==> src/rtl/regfile_seq.sv <==
// Micro-sequencer for the 4-bit regA/regB/ALU datapath on a shared tristate bus.
// Instructions arrive through a 2-entry FIFO and retire in DECODE/EXEC pairs.
module regfile_seq (
    input  logic       clk,
    input  logic       grst,
    input  logic       in_valid,
    output logic       in_ready,
    input  logic [3:0] in_op,
    input  logic [3:0] in_imm,
    input  logic       hold,
    output logic [3:0] imm_o,
    output logic       rs1,
    output logic       rs2,
    output logic       ws1,
    output logic       rs3,
    output logic       rs4,
    output logic       ws2,
    output logic       lrst_a,
    output logic       lrst_b,
    output logic       alu_oe,
    output logic       alu_sub,
    output logic       out_ld,
    output logic       busy,
    output logic       done,
    output logic       err
);

    typedef struct packed {
        logic [3:0] op;
        logic [3:0] imm;
    } instr_t;

    typedef struct packed {
        logic rs1, rs2, ws1;
        logic rs3, rs4, ws2;
        logic lrst_a, lrst_b;
        logic alu_oe, alu_sub, out_ld;
        logic done, err;
    } strb_t;

    typedef enum logic [1:0] {IDLE, DECODE, EXEC} state_t;

    state_t     state, state_nxt;
    instr_t     fifo [2];
    logic       wp, rp;
    logic [1:0] cnt;
    logic       push, pop;
    logic [3:0] ir_op, ir_imm;
    strb_t      strb, strb_nxt;

    // in_ready looks only at the count, so a full FIFO refuses even while popping
    assign in_ready = (cnt != 2'd2);
    assign push     = in_valid && in_ready;
    assign pop      = (state == IDLE || state == EXEC) && (cnt != 2'd0);
    assign busy     = (state != IDLE) || (cnt != 2'd0);
    assign imm_o    = ir_imm;

    always_ff @(posedge clk) begin
        if (push) fifo[wp] <= '{op: in_op, imm: in_imm};
    end

    always_ff @(posedge clk or posedge grst) begin
        if (grst) begin
            wp  <= 1'b0;
            rp  <= 1'b0;
            cnt <= 2'd0;
        end else begin
            if (push) wp <= ~wp;
            if (pop)  rp <= ~rp;
            cnt <= cnt + {1'b0, push} - {1'b0, pop};
        end
    end

    always_ff @(posedge clk or posedge grst) begin
        if (grst) begin
            ir_op  <= 4'd0;
            ir_imm <= 4'd0;
        end else if (pop) begin
            ir_op  <= fifo[rp].op;
            ir_imm <= fifo[rp].imm;
        end
    end

    always_ff @(posedge clk or posedge grst) begin
        if (grst) state <= IDLE;
        else      state <= state_nxt;
    end

    always_comb begin
        state_nxt = state;
        case (state)
            IDLE:    if (cnt != 2'd0) state_nxt = DECODE;
            DECODE:  if (!hold)       state_nxt = EXEC;
            EXEC:    state_nxt = (cnt != 2'd0) ? DECODE : IDLE;
            default: state_nxt = IDLE;
        endcase
    end

    // Strobes are only ever loaded on DECODE->EXEC; every other edge clears them,
    // which keeps the bus driver-free in DECODE.
    always_comb begin
        strb_nxt = '0;
        if (state == DECODE && !hold) begin
            strb_nxt.done = 1'b1;
            case (ir_op)
                4'd0: ;
                4'd1: strb_nxt.rs1 = 1'b1;
                4'd2: strb_nxt.rs3 = 1'b1;
                4'd3: begin strb_nxt.ws1 = 1'b1; strb_nxt.rs4 = 1'b1; end
                4'd4: begin strb_nxt.ws2 = 1'b1; strb_nxt.rs2 = 1'b1; end
                4'd5: begin strb_nxt.alu_oe = 1'b1; strb_nxt.rs2 = 1'b1; end
                4'd6: begin
                    strb_nxt.alu_oe  = 1'b1;
                    strb_nxt.rs2     = 1'b1;
                    strb_nxt.alu_sub = 1'b1;
                end
                4'd7: strb_nxt.lrst_a = 1'b1;
                4'd8: strb_nxt.lrst_b = 1'b1;
                4'd9: begin strb_nxt.ws1 = 1'b1; strb_nxt.out_ld = 1'b1; end
                default: strb_nxt.err = 1'b1;
            endcase
        end
    end

    always_ff @(posedge clk or posedge grst) begin
        if (grst) strb <= '0;
        else      strb <= strb_nxt;
    end

    assign rs1     = strb.rs1;
    assign rs2     = strb.rs2;
    assign ws1     = strb.ws1;
    assign rs3     = strb.rs3;
    assign rs4     = strb.rs4;
    assign ws2     = strb.ws2;
    assign lrst_a  = strb.lrst_a;
    assign lrst_b  = strb.lrst_b;
    assign alu_oe  = strb.alu_oe;
    assign alu_sub = strb.alu_sub;
    assign out_ld  = strb.out_ld;
    assign done    = strb.done;
    assign err     = strb.err;

endmodule

==> config.mk <==
export PLATFORM = sky130hd
export DESIGN_NAME = regfile_seq
export DESIGN_NICKNAME = d
export VERILOG_FILES = /design/src/rtl/regfile_seq.sv
export SDC_FILE = /design/constraint.sdc
export NUM_CORES = 1
export LEC_CHECK = 0
export BUFFER_PORTS_ARGS = -buffer_cell sky130_fd_sc_hd__buf_2
export CORE_MARGIN = 1.5
export CORE_UTILIZATION = 53
export CTS_CLUSTER_DIAMETER = 80
export DETAILED_ROUTE_END_ITERATION = 16
export PLACE_DENSITY = 0.82
export SYNTH_ARGS = -nofsm -noshare
export SYNTH_HDL_FRONTEND = slang
export SYNTH_SLANG_ARGS = --single-unit
==> constraint.sdc <==
create_clock -name clk -period 2.4 [get_ports clk]
set_input_delay 0.12 -clock clk [delete_from_list [all_inputs] [get_ports clk]]
set_output_delay 0.12 -clock clk [all_outputs]
set_load 0.01 [all_outputs]
Word level (Yosys, flattened, before mapping)
Memory sizes are Yosys's and may differ from the RTL's. A register that Yosys moved wholly into a read port is not among the register bits.
Index checks and enable logic that the tools add are counted.
Widths: inputs -> output; s select.
{ "totals": {"ff_bits": 19, "ram_bits": 16, "out_inout_bits": 19, "memories": 1} }
{ "mem_list": {"columns": ["memory", "depth", "word_bits", "rd", "rd_clocked_by_memory_dff", "wr", "line_no", "text"], "rows": [
  ["fifo", 2, 8, 1, 1, 1, "44", "instr_t fifo [2];"]
]} }
{ "op_classes": {"bitwise_logic": 2, "reduce_logical": 15, "n_addsub": 2, "n_eq_ne": 14, "n_mux": 19} }
{ "op_table": {"columns": ["cell", "count"], "rows": [
  ["$eq 4x3->1 const B", 4],
  ["$mux 1", 15],
  ["$mux 13", 1],
  ["$reduce_or 10->1", 1],
  ["$eq 4x2->1 const B", 2],
  ["$eq 4x4->1 const B", 2],
  ["$pmux 2 s3", 1],
  ["$eq 4x1->1 const B", 1],
  ["$logic_not 4->1", 1],
  ["$mux 2", 2],
  ["$ne 2x2->1 const B", 2],
  ["$reduce_bool 2->1", 2],
  ["$reduce_or 2->1", 2],
  ["$logic_and 1x1->1", 3],
  ["$reduce_or 3->1", 1],
  ["$add 2x1->2", 1],
  ["$eq 2x1->1 const B", 1],
  ["$eq 2x2->1 const B", 1],
  ["$logic_not 2->1", 1],
  ["$logic_or 1x1->1", 2],
  ["$ne 2x1->1 const B", 1],
  ["$not 1->1", 2],
  ["$reduce_and 2->1", 1],
  ["$sub 2x1->2", 1],
  ["$logic_not 1->1", 1]
]} }

Depth between registers and ports, before layout
Gate-level depths: netlist (run 1).
{ "logic_depth": {"depth_word": 4, "depth_mapped": 8} }

Worst setup path after synthesis (run 1)
Ideal clock, no wire load.
{ "synth_timing": {"path_kind": "flip-flop to flip-flop", "start": "register cnt[1]", "end": "register cnt[1]", "stages_incl_launch_ff": 9, "required_time_ns": 2.276, "arrival_time_ns": 1.657, "path_slack_ns": 0.619, "cell_sequence": "dfrtp_1 -> o21bai_2 -> buf_2 -> inv_1 -> ha_1 -> inv_1 -> ha_1 -> xnor2_1 -> xnor2_1"} }
{ "synth_via": {"word_cells_on_any_way": 6} }
{ "synth_lines": {"columns": ["element", "line_no", "text"], "rows": [
  ["start: declaration", "46", "logic [1:0] cnt;"],
  ["start signal: assignment", "70", "cnt <= cnt + {1'b0, push} - {1'b0, pop};"],
  ["$reduce_bool 2->1", "54", "assign pop = (state == IDLE || state == EXEC) && (cnt != 2'd0);"],
  ["$logic_and 1x1->1", "54", null],
  ["via pop", "47", "logic push, pop;"],
  ["$sub 2x1->2", "70", null]
]} }
The timed path passes the listed nets, and every way through them passes these cells.
A chain may end at the register's enable or synchronous reset.

Worst setup path after layout (run 1)
Same ends and word-level chain as after synthesis.

==> results.py, run 1 <==
metrics = {
    "global_route": {
        "grt_pass1_wl_um": 3950,
        "grt_overflow": 0,
        "antenna_found_initial": 0,
        "grt_max_degree": 28,
        "grt_usage_pct": 16.5,
        "grt_pass1_vias": 911,
    },
    "logic_synthesis": {
        "synthTopCellsByCount": "dfrtp_1, edfxtp_1, nand2_1",
        "synth_top_area_cell": "dfrtp_1",
        "ys.flop_type": "dfrtp_1",
        "ys_top_cells_by_area": "dfrtp_1, edfxtp_1, mux2i_1",
        "ys_seq_area_share_pct": 72.8,
        "synth-seq-cells": 43,
        "synth-edff-count": 16,
        "synth_nets": 123,
        "yosysWarnings": 0,
        "syn_avg_cell_area_um2": 14.6,
        "ys_types": 24,
        "netlist_area_um2": 1590,
        "synth_top_area_share_pct": 42.5,
        "synth.most_common_cell": "dfrtp_1",
        "postSynth.asyncResetShare_pct": 62.8,
        "syn_inst": 109,
    },
    "clock_tree": {
        "cts_tree": "done",
        "cts-htree-levels": 2,
        "clkTransAtPathRegs_ps": 110,
        "cts_root_buffer": "clkbuf_4",
        "ctsResizeCount": 0,
        "clk_latency_ps": 340,
        "cts_made_buffers": 5,
        "clock_path_buffers": 2,
        "clkSinkCount": 43,
    },
    "floorplan": {
        "dieArea_um2": 3340,
        "die-height_um": 57.8,
        "start_util_pct": 56.6,
        "core_um2": 2810,
        "rows": 19,
        "die_w_um": 57.8,
        "boundaryPins": 31,
    },
    "routing": {
        "wl_met1_um": 951,
        "route.detailed.drc": 6,
        "drt-pass1-iter-count": 10,
        "topRoutingLayerUsed": "met4",
        "vias_per_cell": 5.04,
        "dr_wl_met2_um": 1170,
        "drt-initial-drc-count": 9,
        "drtAntennaViolNets": 0,
        "wl_met3_um": 140,
        "finalWirelength_um": 2310,
        "via_count": 927,
        "wl_per_cell_um": 12.5,
    },
    "critical_path": {
        "path_class": "reg2reg",
        "slowest_delay_ps": 440,
        "r2r_setup_slack_ps": 660,
        "crit_slowest_cell": "dfrtp_1",
        "r2r_start": "cnt[1]",
        "reg2reg_depth": 8,
        "cp-end-kind": "flop",
        "crit_required_ps": 2680,
        "critPathLaunchType": "flop",
        "crit_fanout": 19,
        "cp_data_arrival_time_ps": 2020,
        "crit_chain": "o21bai_2 > buf_4 > inv_1 > ha_1 > inv_1 > ha_1 > xnor2_1 > xnor2_1",
        "r2r-end": "cnt[1]",
    },
    "finish": {
        "nets": 166,
        "n_fill_cell": 221,
        "final_util_pct": 68.0,
        "drive_gt1_share_pct": 26.8,
        "synthToLayoutAreaGrowth_pct": 20.1,
        "seqCellArea_um2": 1160,
        "multiInputGateArea_um2": 404,
        "antenna-diode-count": 0,
    },
    "status": {
        "outcome": "finished, violations left",
        "violations": "DRC, hold timing",
    },
    "sta": {
        "rsz0062_at_grt": "false",
        "relSlewSlack_pct": 35.1,
        "tightest_slew_ps": 972,
        "drv_slew": 0,
        "min_period_over_period_pct": 72.6,
        "skew_ps": 7.94,
        "finalHoldViolations": 27,
        "final.min_clock_period_ps": 1740,
        "hold_ws_ps": -18.7,
        "fmax_mhz": 574,
        "finalSetupTns_ps": 0,
        "setup_viol": 0,
    },
    "power": {
        "cellPowerDensity_nw_per_um2": 1110,
        "p_leak_uw": 0.000897,
        "vdd_drop_max_mv": 0.638,
        "total_power_uw": 2120,
    },
    "place": {
        "numPortBuffers": 30,
        "gp_congestion": 0.676,
        "detailed_place_hpwl_um": 1520,
    },
    "worst_hold_path": {
        "hold_class": "in2async",
    },
    "flow_run": {
        "cap_violations": 0,
    },
}
## per-stage QoR
stage	hold slack, ps	worst slack [ps]	instances	instance area [um^2]
2_1_floorplan	173	619	109	1590
3_3_place_gp	308	745	167	1770
3_5_place_dp	311	660	167	1770
4_1_cts	9.87	633	184	1910
5_1_grt	49.6	500	184	1910
6_report	-18.7	658	184	1910
## worst max-delay path, delay by kind of cell (launching register included)
kind / cells / cell delay, ps
flip-flops: 1 / 440
adder cells (fa/ha/maj): 2 / 450
AO/OA/AOI/OAI: 1 / 150
XOR/XNOR: 2 / 320
buffers and inverters: 3 / 330
## final cells by class
class | instances | share of cell area (%)
Multi-Input combinational cell | 59 | 21.2
Sequential cell | 43 | 60.6
Clock inverter | 1 | 0.262
Tap cell | 31 | 2.03
Inverter | 3 | 0.590
Timing Repair Buffer | 40 | 13.0
Clock buffer | 7 | 2.36
## metal layers
| layer | track usage (%) | up-vias |
|---|---|---|
| met3 | 6.92 | 6 |
| met4 | 6.98 | 0 |
| li1 | - | 462 |
| met2 | 29.2 | 27 |
| met1 | 17.0 | 432 |
| met5 | 0 | - |
## registers in the layout, summed over array words and instances, names as in the netlist, 2 cells and up
name	cells
ir_op	4
imm_o	4
fifo	16
cnt	2
state	2
## worst max path at each step
stage	start	endpoint	slack, ps
2_1_floorplan	cnt[1]	cnt[1]	620
3_3_place_gp	cnt[1]	cnt[1]	740
3_5_place_dp	cnt[1]	cnt[1]	660
4_1_cts	cnt[1]	cnt[1]	630
5_1_grt	cnt[1]	cnt[1]	500
6_report	cnt[1]	cnt[1]	660
## cells in the final DEF (no fill, tap or decap)
| cell | instances |
|---|---|
| buf_2 | 30 |
| dfrtp_1 | 27 |
| edfxtp_1 | 16 |
| nand2_1 | 11 |
| dlygate4sd3_1 | 9 |
| mux2i_1 | 8 |
| o21ai_0 | 8 |
| xnor2_1 | 5 |
| nor2_1 | 5 |
| clkbuf_4 | 5 |
| nand2b_1 | 4 |
| nor3_1 | 4 |
| inv_1 | 3 |
| nand3b_1 | 2 |
| a21oi_1 | 2 |
| ha_1 | 2 |
| clkbuf_1 | 2 |
| o21bai_2 | 1 |
| nor3b_4 | 1 |
| nand3b_2 | 1 |
| nor3b_2 | 1 |
| o211a_1 | 1 |
| or4_1 | 1 |
| and3_1 | 1 |
| nor3b_1 | 1 |
| clkinv_2 | 1 |
| buf_4 | 1 |
## repair_timing
action,in CTS,in global routing
endpoints found under the hold margin,18,0
buffers inserted,0,0
hold buffers,9,0
## cells by family (layout without fill, tap and decap cells)
family	count (synthesis)	after routing	share of synthesized area [%]
xor+xnor	5	5	2.76
mux	8	8	5.04
fa+ha+maj	2	2	1.57
buf+inv	7	51	1.81
compound gates	12	12	4.49
flops	43	43	72.8
simple gates	32	32	11.6
## power breakdown
| part | switching, uW | internal (uW) |
|---|---|---|
| Sequential | 181 | 982 |
| Combinational | 323 | 314 |
| Clock | 207 | 114 |
Note: power is estimated with default switching activity, not from simulation.
==> run 2: changes to the inputs <==
Settings changed: CORE_UTILIZATION 53 to 48, PLACE_DENSITY 0.82 to 0.79.
Clock period 2.4 ns to 1.42 ns, I/O delays scaled along.
==> results.py, run 2 (synthesis results as in run 1) <==
metrics = {
    "finish": {
        "largest_reg_flops": 16,
        "antenna-diode-count": 0,
        "regMostFlops": "fifo",
        "drive_gt1_share_pct": 36.8,
        "synthToLayoutAreaGrowth_pct": 31.7,
        "fin_cells": 207,
        "final_common_cell": "buf_2",
        "mostFrequentLayoutCells": "buf_2, dfrtp_1, edfxtp_1, nand2_1, dlygate4sd3_1",
        "final_util_pct": 67.5,
        "nets": 176,
    },
    "sta": {
        "finalHoldViolations": 0,
        "fmax_mhz": 673,
        "drv_slew": 0,
        "skew_ps": 16.2,
        "tightest_slew_ps": 485,
        "final.min_clock_period_ps": 1490,
        "setup_viol": 2,
        "rsz0062_at_grt": "true",
        "finalWorstSetupSlack_ps": -65.4,
        "finalSetupTns_ps": -117,
        "relSlewSlack_pct": 67.7,
        "min_period_over_period_pct": 105,
    },
    "floorplan": {
        "die_w_um": 60.5,
        "boundaryPins": 31,
        "core_um2": 3100,
        "rows": 20,
        "die-height_um": 60.5,
        "start_util_pct": 51.2,
        "dieArea_um2": 3660,
    },
    "routing": {
        "wl_met1_um": 1100,
        "route.detailed.drc": 0,
        "via_count": 962,
        "dr_wl_met2_um": 1140,
        "topRoutingLayerUsed": "met4",
        "finalWirelength_um": 2400,
        "wl_met3_um": 129,
        "drt-pass1-iter-count": 4,
        "vias_per_cell": 4.65,
        "drtAntennaViolNets": 0,
        "wl_per_cell_um": 11.6,
        "drt-initial-drc-count": 36,
    },
    "critical_path": {
        "cp-end-kind": "output port",
        "crit_fanout": 4,
        "path_class": "reg2out",
        "critPathLaunchType": "flop",
        "slowest_delay_ps": 470,
        "crit_slowest_cell": "dfrtp_2",
        "crit_chain": "or4_1 > buf_2",
        "crit_required_ps": 1350,
        "cp_data_arrival_time_ps": 1410,
    },
    "status": {
        "violations": "setup timing",
        "outcome": "finished, violations left",
    },
    "global_route": {
        "grt_max_degree": 28,
        "grt_pass1_wl_um": 4170,
        "grt_overflow": 0,
        "grt_usage_pct": 16.1,
        "grt_pass1_vias": 973,
        "antenna_found_initial": 0,
    },
    "power": {
        "cellPowerDensity_nw_per_um2": 1970,
        "p_leak_uw": 0.000965,
        "total_power_uw": 4120,
        "vdd_drop_max_mv": 1.11,
    },
    "clock_tree": {
        "clock_path_buffers": 2,
        "clkTransAtPathRegs_ps": 110,
        "clkSinkCount": 43,
        "clk_latency_ps": 340,
        "cts_tree": "done",
        "cts-htree-levels": 2,
        "cts_root_buffer": "clkbuf_4",
        "cts_made_buffers": 5,
    },
    "worst_hold_path": {
        "hold_class": "in2reg",
    },
    "place": {
        "numPortBuffers": 30,
        "place_inst": 187,
        "detailed_place_hpwl_um": 1590,
        "gp_congestion": 0.820,
    },
    "flow_run": {
        "cap_violations": 0,
    },
}
[run 2: changes by cell type in the layout (fill, tap and decap cells not counted), sizes merged]
cell | previous run | this run
buf | 31 | 40
bufinv | 0 | 1
clkinv | 1 | 0
dlygate4sd3 | 9 | 10
[run 2: worst max-delay path, delay by kind of cell, from the launching register on]
| family | cells | cell delay [ps] |
|---|---|---|
| buf+inv | 1 | 150 |
| flops | 1 | 470 |
| simple gates | 1 | 460 |
[run 2: metrics by stage]
stage / hold WS [ps] / worst slack, ps / instance area [um^2]
floorplan: 124 / -211 / 1630
global placement: 137 / -42.2 / 1880
detailed placement: 147 / -126 / 1880
CTS: 117 / -89.0 / 2090
global route: 136 / -147 / 2090
finish: 132 / -65.4 / 2090
[run 2: worst paths after layout]
path / slack, ps / from / cells after the start / end
setup / recovery: -70 / cnt[1] / 2 / busy
hold / removal: 130 / in_valid / 4 / wp
setup reg to reg: -50 / cnt[0] / 7 / cnt[1]
hold reg to reg: 500 / imm_o[2] / 2 / imm_o[2]
max in group asynchronous: 830 / grst / 4 / cnt[0]
min in group asynchronous: 320 / grst / 4 / imm_o[1]
[run 2: layout make-up]
type                            instances  area (um^2)
Sequential cell                        43         1160
Fill cell                             250         1010
Multi-Input combinational cell         59          449
Timing Repair Buffer                   50          344
Tap cell                               44         55.1
Clock buffer                            7         45.0
Clock inverter                          1         30.0
Inverter                                3         11.3
[run 2: layer usage]
layer | global-route usage (%) | up-vias
met1 | 18.8 | 440
met5 | 0 | -
met2 | 27.3 | 33
met4 | 8.39 | 0
met3 | 4.48 | 5
li1 | - | 484
[run 2: repair_timing]
item / 4_1_cts / 5_1_grt
endpoints found under the hold margin: 45 / 0
hold buffers: 10 / 0
setup endpoints to repair: 10 / 19
resized for setup: 4 / 2
buffers inserted: 3 / 0
pin swaps: 2 / 0
[run 2: power by group]
part | internal, uW | switching, uW
Combinational | 784 | 637
Sequential | 1660 | 304
Clock | 374 | 356
